--- src/rtl/display_scan_ctrl.sv ---
// Multiplexed 7-segment scan controller: one shared BCD decoder, DIGITS
// common-anode digits, dead-time anti-ghosting, per-digit blink and blanking.
//
// Ports:
//   clk          system clock, rising edge
//   rst_n        synchronous active-low reset
//   enable       1 = scanning, 0 = display dark
//   digits_in    packed BCD, nibble i drives digit i (digit 0 rightmost)
//   blink_mask   bit i = 1 blinks digit i
//   bcd          nibble to the shared decoder (registered)
//   digit_en_n   active-low digit select, one-hot-low or all-high (registered)
//   frame_start  one-cycle pulse on the first cycle of a digit-0 slot
module display_scan_ctrl #(
    parameter int DIGITS       = 8,
    parameter int SCAN_DIV     = 1000,
    parameter int DEAD_CYC     = 2,
    parameter int BLINK_FRAMES = 64
) (
    input  logic                  clk,
    input  logic                  rst_n,
    input  logic                  enable,
    input  logic [4*DIGITS-1:0]   digits_in,
    input  logic [DIGITS-1:0]     blink_mask,
    output logic [3:0]            bcd,
    output logic [DIGITS-1:0]     digit_en_n,
    output logic                  frame_start
);

    localparam int IW = (DIGITS > 1) ? $clog2(DIGITS) : 1;
    localparam logic [15:0]   DIV_LAST  = 16'(SCAN_DIV - 1);
    localparam logic [15:0]   DEAD_LAST = 16'(DEAD_CYC - 1);
    localparam logic [IW-1:0] IDX_LAST  = IW'(DIGITS - 1);
    localparam logic [9:0]    BLK_LAST  = 10'(BLINK_FRAMES - 1);

    typedef enum logic [1:0] {
        IDLE,
        DEAD,
        ON
    } state_t;

    state_t                state, nstate;
    logic [15:0]           cnt, ncnt;
    logic [IW-1:0]         idx, nidx;
    logic [9:0]            bcnt, nbcnt;
    logic                  phase, nphase;
    logic [4*DIGITS-1:0]   snap_d, nsnap_d;
    logic [DIGITS-1:0]     snap_m, nsnap_m;
    logic                  load;
    logic [3:0]            nib;
    logic [DIGITS-1:0]     sel;
    logic                  lit;

    // Next-state view; outputs are registered from it so they stay
    // aligned with the state/index they describe.
    always_comb begin
        nstate  = state;
        ncnt    = cnt;
        nidx    = idx;
        nbcnt   = bcnt;
        nphase  = phase;
        load    = 1'b0;
        if (!enable) begin
            nstate = IDLE;
            ncnt   = '0;
            nidx   = '0;
            nbcnt  = '0;
            nphase = 1'b0;
        end else begin
            unique case (state)
                IDLE: begin
                    nstate = DEAD;
                    ncnt   = '0;
                    nidx   = '0;
                    nbcnt  = '0;
                    nphase = 1'b0;
                    load   = 1'b1;
                end
                DEAD: begin
                    ncnt = cnt + 16'd1;
                    if (cnt == DEAD_LAST) nstate = ON;
                end
                ON: begin
                    if (cnt == DIV_LAST) begin
                        nstate = DEAD;
                        ncnt   = '0;
                        if (idx == IDX_LAST) begin
                            nidx = '0;
                            load = 1'b1;
                            // Blink phase flips once per BLINK_FRAMES wraps.
                            if (bcnt == BLK_LAST) begin
                                nbcnt  = '0;
                                nphase = ~phase;
                            end else begin
                                nbcnt = bcnt + 10'd1;
                            end
                        end else begin
                            nidx = idx + 1'b1;
                        end
                    end else begin
                        ncnt = cnt + 16'd1;
                    end
                end
                default: nstate = IDLE;
            endcase
        end
        nsnap_d = load ? digits_in  : snap_d;
        nsnap_m = load ? blink_mask : snap_m;
        nib     = nsnap_d[{nidx, 2'b00} +: 4];
        sel     = '0;
        sel[nidx] = 1'b1;
        lit = (nstate == ON) && (nib <= 4'd9) &&
              !(nphase && nsnap_m[nidx]);
    end

    always_ff @(posedge clk) begin
        if (!rst_n) begin
            state       <= IDLE;
            cnt         <= '0;
            idx         <= '0;
            bcnt        <= '0;
            phase       <= 1'b0;
            snap_d      <= '0;
            snap_m      <= '0;
            bcd         <= 4'h0;
            digit_en_n  <= '1;
            frame_start <= 1'b0;
        end else begin
            state       <= nstate;
            cnt         <= ncnt;
            idx         <= nidx;
            bcnt        <= nbcnt;
            phase       <= nphase;
            snap_d      <= nsnap_d;
            snap_m      <= nsnap_m;
            bcd         <= nib;
            digit_en_n  <= lit ? ~sel : '1;
            frame_start <= (nstate == DEAD) && (ncnt == '0) &&
                           (nidx == '0);
        end
    end

endmodule
--- config.mk ---
export PLATFORM = sky130hd
export DESIGN_NAME = display_scan_ctrl
export DESIGN_NICKNAME = d
export VERILOG_FILES = /design/src/rtl/display_scan_ctrl.sv
export SDC_FILE = /design/constraint.sdc
export NUM_CORES = 1
export LEC_CHECK = 0
export BUFFER_PORTS_ARGS = -buffer_cell sky130_fd_sc_hd__buf_2
export CORE_MARGIN = 2
export CORE_UTILIZATION = 25
export CTS_BUF_LIST = sky130_fd_sc_hd__clkbuf_16
export DETAILED_ROUTE_END_ITERATION = 8
export GPL_ROUTABILITY_DRIVEN = 0
export MAX_ROUTING_LAYER = met4
export PLACE_DENSITY = 0.46
export SYNTH_ARGS = -nofsm -noshare
export SYNTH_HDL_FRONTEND = slang
export SYNTH_SLANG_ARGS = --single-unit
export TNS_END_PERCENT = 10
--- constraint.sdc ---
create_clock -name clk -period 7 [get_ports clk]
set_clock_uncertainty 0.05 [all_clocks]
set_input_delay 0 -clock clk [delete_from_list [all_inputs] [get_ports clk]]
set_output_delay 0 -clock clk [all_outputs]
set_load 0.01 [all_outputs]
* Word level (Yosys, flattened, before mapping)
Index checks and enable logic that the tools add are counted.
** Cells by class
- $add $sub $neg :: 3
- $mul :: 0
- Divide/modulo/power cells :: 0
- Magnitude comparators :: 3
- Eq/ne operators :: 10
- Shift operators :: 1
- Mux-type cells :: 30
- Bitwise logic cells :: 2
- Reduce and logical (&&, ||, !) cells :: 14
** Operators with widths (number)
- $pmux W16 S3 :: 1
- $mux W16 :: 2
- $mux W32 :: 1
- $shiftx A32 B6 Y4 :: 1
- $mux W10 :: 3
- $pmux W10 S2 :: 1
- $add A16 B1 Y16 const B :: 1
- $eq A16 B1 Y1 const B :: 1
- $eq A16 B10 Y1 const B :: 1
- $logic_not A16 Y1 :: 1
- $add A10 B1 Y10 const B :: 1
- $eq A10 B6 Y1 const B :: 1
- $mux W1 :: 9
- $mux W3 :: 3
- $mux W8 :: 1
- $not A8 Y8 :: 1
- $logic_and A1 B1 Y1 :: 6
- $mux W2 :: 3
- $pmux W2 S3 :: 1
- $pmux W3 S2 :: 1
- $eq A2 B1 Y1 const B :: 2
- $eq A2 B2 Y1 const B :: 2
- $le A4 B4 Y1 const B :: 1
- $lt A3 B4 Y1 const B :: 1
- other kinds (14) :: 17
** Storage, ports and cells
- Register bits :: 85
- Bits in latches :: 0
- Bits in writable memories :: 0
- ROM bits :: 0
- Bits of input ports :: 43
- Logic and storage cells :: 73
- Memories :: 0

* Longest topological paths before layout
Gate-level depths: netlist (run 1).
- Word-level depth :: 12
- Depth in mapped cells :: 13
- Depth with buffers taken out :: 11

* Least setup slack after synthesis (run 1)
OpenSTA, ideal clock, no wires.
- Path kind :: reg2reg
- Start :: register cnt[13]
- End :: register digit_en_n[4]
- Setup time :: 142 ps
- Data arrival time :: 3137 ps
- Path slack :: 3671 ps
- Cell stages (with the launch flop) :: 13
- Path buffers :: 3
- Cells stage by stage :: dfxtp_1 buf_6 or4_4 or4_4 buf_6 o21ai_2 buf_4 mux2i_1 nand2_1 o221ai_2 nor2_2 a221oi_4 nand4_1
** Between the ends
- Longest elaborated chain between the ends :: 11
- Elaborated cells on any way between the ends :: 33
- Classes of those cells :: order compare: 3; eq/ne: 3; shift: 1; mux: 19; bitwise: 1; reduce/logical: 6
** Ends and longest elaborated chain
- from (decl) :: RTL line 42 : logic [15:0] cnt, ncnt;
- from (signal assigned) :: RTL line 129 : cnt <= ncnt;
- parallel branches: the longest is 11 deep, another holds $le A4 B4 Y1
- to (signal assigned) :: RTL line 136 : digit_en_n <= lit ? ~sel : '1;
- to (decl) :: RTL line 25 : output logic [DIGITS-1:0] digit_en_n,
Several ways; the timed one is not identified. The select of a mux whose other input is x is not followed.
A chain may end at the register's enable or synchronous reset.

* Worst setup path after layout (run 1)
Same ends and word-level chain as after synthesis.

==> impl_metrics.json, run 1 <==
{
  "num_rows": 48,
  "holdWs_ps": 62.8,
  "insertion_delay_ps": 350,
  "syn_nets": 574,
  "wl_mm": 12.3,
  "grt_pass1_wl_mm": 19.9,
  "hold_violations": 0,
  "startpoint": "cnt[13]$_SDFF_PN0_",
  "stdcell_count": 826,
  "die_area_sq_um": 18900,
  "die_h_um": 137,
  "post_cts_buffers": 0,
  "wl_per_cell_um": 14.9,
  "rsz0062_at_grt": "no",
  "clkTransAtPathRegs_ps": 60,
  "avgSynthCellArea_sq_um": 8.46,
  "synthArstFlopShare_pct": 0,
  "cts.sinks": 85,
  "syn-cell-area_sq_um": 4450,
  "finalCriticalPeriod_ps": 4040,
  "cts-root-buf": "clkbuf_16",
  "synth-main-ff-cell": "dfxtp_1",
  "dp_cells": 773,
  "viasPerCell": 4.87,
  "endpoint": "digit_en_n[4]$_SDFF_PN1_",
  "cp-start-kind": "flip-flop",
  "cts_buffer_depth": 2,
  "slowest_delay_ps": 860,
  "synthesis.instances": 526,
  "cts_buffers": 9,
  "synth_seq_cells": 85,
  "setup_violations": 0,
  "nets": 644,
  "p_leak_uw": 0.00216,
  "cts.htree.levels": 3,
  "ys_types": 63,
  "die_w_um": 137,
  "max_clock_freq_mhz": 247,
  "path_depth": 9,
  "arrival_ps": 4180,
  "final.setup.tns_ps": 0,
  "ir_drop_mv": 0.136,
  "cts_resized": 0,
  "syn_to_final_growth_pct": 24.2,
  "critPathSlowestCell": "o21ai_2",
  "ys_seq_area_share_pct": 38.2,
  "worstPathRequired_ps": 7140,
  "num_vias": 4024,
  "num_antenna_cells": 0,
  "drv_cap": 0,
  "rr_worst_depth": 9,
  "critPathCaptureType": "flip-flop",
  "initial_core_util_pct": 25.6,
  "regToRegSetupSlack_ps": 2960,
  "crit_top_cell": "or4_4",
  "worst_pin_slew_ps": 1060,
  "fin_crit_sh_pct": 57.7,
  "path_max_fanout": 22,
  "drc_errors": 0,
  "placed_area_sq_um": 4860,
  "first_pass_iters": 5,
  "layout-drive-gt1-share_pct": 15.8,
  "path_buf_inv": 0,
  "reg2reg_to": "digit_en_n[4]$_SDFF_PN1_",
  "cts_tree": "built",
  "grt_use_total_pct": 14.0,
  "yosys_warnings": 0,
  "coreArea_sq_um": 17400,
  "io_buffer_count": 55,
  "reg2reg_from": "cnt[13]$_SDFF_PN0_",
  "p_per_area_nw_per_um2": 198,
  "fin_area_sq_um": 5520,
  "worstHoldStart": "blink_mask[6]",
  "drt_iter0_markers": 287,
  "grt_overflow": 0,
  "drtAntennaViolNets": 0,
  "relSlewSlack_pct": 29.4,
  "synth_edf_count": 0,
  "worstPathCellList": "or4_4 -> or4_4 -> o21ai_2 -> mux2i_1 -> nand2_1 -> o221ai_2 -> nor2_2 -> a221oi_4 -> nand4_1",
  "grt_pass1_vias": 3897,
  "status": "finished clean",
  "grt_max_degree": 53,
  "hp-class": "in -> reg",
  "crit_type": "reg -> reg",
  "drv_slew": 0,
  "antenna_found_initial": 0,
  "crit_family": "compound AO/OA/AOI/OAI gates",
  "io_pins": 56,
  "dpl.hpwl_mm": 8.55
}
flip-flops by register name, summed over array words and instances (netlist names):
name / flops
snap_d: 32
cnt: 16
bcnt: 10
digit_en_n: 8
snap_m: 8
bcd: 4
idx: 3
state: 2
frame_start: 1
phase: 1
what timing repair did:
action                                  CTS  global route
hold buffers                             37             0
endpoints found under the setup margin    0             0
endpoints found under the hold margin    37             0
stage by stage:
stage,total power [uW],utilization (%),worst slack [ps]
2_1_floorplan,581,-,3670
3_3_place_gp,611,28.0,3030
3_5_place_dp,613,28.0,2930
4_1_cts,1110,31.8,2910
5_1_grt,1140,31.8,2710
6_report,1090,31.8,2960
cell usage after synthesis (all sizes together) (7+ instances only):
library cell,n,area share [%]
nand3,28,3.1
nand2,66,5.6
mux2i,31,7.0
dfxtp,85,38
xnor2,7,1.4
clkbuf,22,1.9
nor2b,29,4.1
nor2,38,3.3
nand4,9,1.3
nor4,7,1.8
a21boi,8,1.3
buf,13,1.8
and2,12,1.7
a21oi,25,2.9
inv,9,0.76
o21ai,23,2.7
a221oi,7,1.9
and3,18,2.5
worst min-delay path: cells and delay by family:
kind	cells	cell delay, ps
AND/OR/NAND/NOR	2	200
AO/OA/AOI/OAI	1	130
buffers and inverters	1	100
metal layers:
layer	share of wire, %	track usage (%)	vias up
met5	0	-	-
li1	-	-	2009
met2	46	22.2	102
met1	48	18.0	1907
met4	0.42	2.52	0
met3	5.0	3.94	6
layout by cell type (no fill, tap or decap), drive strengths merged, types with 5 or more instances in the layout:
cell,n
nor3,5
a21boi,8
buf,57
xnor2,7
a21oi,25
dlygate4sd3,37
a31oi,5
nand2,66
ha,5
a221oi,7
o21ai,23
inv,9
xor2,5
nor4,7
nand3,28
clkbuf,9
a211oi,5
nor2b,29
and2,12
nand4,9
mux2i,31
and3,18
nand3b,5
nor2,38
or3,5
dfxtp,85
power by group:
part | switching, uW | internal [uW]
clock | 201 | 274
combinational | 55.7 | 54.9
sequential | 6.78 | 500
cells by family (layout without fill, tap and decap cells):
group	after synthesis	count (layout)	share of synthesized area (%)
and+or+nand+nor	243	243	29.4
xor gates and xnor gates	12	12	2.36
buffers and inverters	44	119	4.41
adders and majority gates	5	5	1.41
DFF	85	85	38.2
AOI/OAI and AO/OA	103	103	16.5
muxes	34	34	7.73
how the worst min path moves through the flow:
stage / end / slack [ps] / cells past startpoint
finish: snap_m[6]$_SDFF_PN0_ / 60 / 4
global placement: snap_m[7]$_SDFF_PN0_ / 220 / 3
CTS: snap_d[26]$_SDFF_PN0_ / 40 / 4
floorplan: snap_d[25]$_SDFF_PN0_ / 90 / 2
global route: snap_d[10]$_SDFF_PN0_ / 60 / 4
detailed placement: snap_m[1]$_SDFF_PN0_ / 220 / 3
cell type report:
| class | count | area, sq um |
|---|---|---|
| multi-input combinational | 397 | 2550 |
| sequential | 85 | 1700 |
| timing repair buffer | 94 | 661 |
| tap | 225 | 282 |
| fill | 1857 | 11800 |
| inverter | 9 | 33.8 |
| clock buffer | 9 | 225 |
| clock inverter | 7 | 66.3 |
Power figures use the tool's default switching activity.
==> inputs of run 2 (changes only) <==
Clock period 7 ns to 3.8 ns, I/O delays scaled along.
==> impl_metrics.json, run 2 (synthesis gave the netlist of run 1 again) <==
{
  "layout-drive-gt1-share_pct": 17.7,
  "dp_cells": 787,
  "final.setup.tns_ps": 0,
  "max_clock_freq_mhz": 279,
  "cts_buffers": 9,
  "critPathCaptureType": "flip-flop",
  "p_int_uw": 1480,
  "drtAntennaViolNets": 0,
  "cts-root-buf": "clkbuf_16",
  "syn_to_final_growth_pct": 26.2,
  "arrival_ps": 3700,
  "pwr-share-comb_pct": 10.7,
  "switchingPower_uw": 523,
  "seqPwrFrac_pct": 46.6,
  "path_max_fanout": 10,
  "p_leak_uw": 0.00222,
  "setup_violations": 0,
  "setup_slack_ps": 220,
  "initial_core_util_pct": 25.6,
  "pre_cts_ws_ps": 291,
  "relSlewSlack_pct": 38.0,
  "viasPerCell": 4.80,
  "crit_type": "reg -> reg",
  "hold_violations": 0,
  "antenna_found_initial": 0,
  "num_vias": 4036,
  "drc_errors": 0,
  "layout_common_cells": "dfxtp_1, nand2_1, buf_2, nor2_1, dlygate4sd3_1",
  "die_h_um": 137,
  "p_per_area_nw_per_um2": 356,
  "coreArea_sq_um": 17400,
  "die_w_um": 137,
  "num_antenna_cells": 0,
  "wl_per_cell_um": 14.8,
  "wl_mm": 12.5,
  "grt_pass1_wl_mm": 20.0,
  "grt_pass1_vias": 3838,
  "worstPathRequired_ps": 3920,
  "switching_share_pct": 26.1,
  "stdcell_count": 840,
  "largestRegisters": "snap_d x32, cnt x16, bcnt x10",
  "reg2reg_from": "cnt[13]$_SDFF_PN0_",
  "cts.sinks": 85,
  "status": "finished clean",
  "cp-start-kind": "flip-flop",
  "top_register": "snap_d",
  "cts_buffer_depth": 2,
  "regToRegSetupSlack_ps": 220,
  "worstHoldPathCells": 3,
  "largest_reg_flops": 32,
  "worstHoldStart": "enable",
  "rr_worst_depth": 9,
  "grt_max_degree": 52,
  "pwr-share-clk_pct": 42.7,
  "io_buffer_count": 55,
  "grt_overflow": 0,
  "cts.htree.levels": 3,
  "ir_drop_mv": 0.215,
  "fin_util_pct": 32.4,
  "rsz0062_at_grt": "no",
  "drv_slew": 0,
  "die_area_sq_um": 18900,
  "fin_crit_sh_pct": 94.2,
  "cts_tree": "built",
  "num_rows": 48,
  "finalCriticalPeriod_ps": 3580,
  "clkTransAtPathRegs_ps": 70,
  "placed_area_sq_um": 4970,
  "fin_area_sq_um": 5620,
  "worstHoldEndpoint": "phase$_SDFF_PN0_",
  "io_pins": 56,
  "first_pass_iters": 4,
  "dpl.hpwl_mm": 9.10,
  "drt_iter0_markers": 214,
  "final_common_cell": "dfxtp_1",
  "cts_resized": 0,
  "grt_use_total_pct": 14.1,
  "worst_pin_slew_ps": 930,
  "drv_cap": 0,
  "insertion_delay_ps": 350,
  "reg2reg_to": "frame_start$_SDFF_PN0_",
  "nets": 658,
  "hp-class": "in -> reg"
}
run 2: changes by cell type in the layout (fill, tap and decap cells not counted), sizes merged:
| cell | previous run | this run |
|---|---|---|
| clkinv | 3 | 1 |
| buf | 57 | 71 |
| inv | 9 | 13 |
| bufinv | 1 | 0 |
| clkinvlp | 3 | 2 |
run 2: area by class of cell:
cell class	instances	area [sq um]
Fill cell	1798	11700
Multi-Input combinational cell	397	2550
Sequential cell	85	1700
Timing Repair Buffer	108	766
Tap cell	225	282
Clock buffer	9	225
Clock inverter	7	53.8
Inverter	9	33.8
run 2: worst max path at each step:
stage                             from                        to  depth (start not counted)
CTS                 cnt[13]$_SDFF_PN0_  digit_en_n[5]$_SDFF_PN1_                         10
finish              cnt[13]$_SDFF_PN0_    frame_start$_SDFF_PN0_                          9
global route        cnt[13]$_SDFF_PN0_  digit_en_n[5]$_SDFF_PN1_                         10
floorplan           cnt[13]$_SDFF_PN0_  digit_en_n[4]$_SDFF_PN1_                         12
global placement    cnt[13]$_SDFF_PN0_    frame_start$_SDFF_PN0_                          9
detailed placement  cnt[13]$_SDFF_PN0_  digit_en_n[0]$_SDFF_PN1_                         10
run 2: per-stage QoR:
stage | total power (uW) | hold WS (ps)
2_1_floorplan | 1070 | 94.9
3_3_place_gp | 1140 | 216
3_5_place_dp | 1140 | 219
4_1_cts | 2030 | 56.7
5_1_grt | 2080 | 90.1
6_report | 2000 | 77.9
run 2: critical path, cell delays in order (launching register included):
cell and delay (ps):
dfxtp_1 370, or4_4 590, nor4_4 520, nand3_1 240, a21oi_2 410, o21ai_1 120, nand2_1 90, and4_1 190
nand2_1 70, a2111oi_0 730
run 2: what timing repair did:
item | CTS | global route
hold endpoints to repair | 37 | 0
hold buffers | 37 | 0
setup buffers | 0 | 0
run 2: power groups by stage:
stage | clock network, uW | registers (uW) | logic (uW)
floorplan | 0 | 951 | 120
global placement | 0 | 952 | 185
detailed placement | 0 | 952 | 185
CTS | 882 | 932 | 216
global route | 907 | 935 | 236
finish | 855 | 932 | 213
run 2: metal layers:
layer / track usage, % / part of all wire [%]
met1: 18.8 / 50
met3: 3.35 / 4.4
met2: 21.1 / 44
met5: - / 0
met4: 4.52 / 1.3
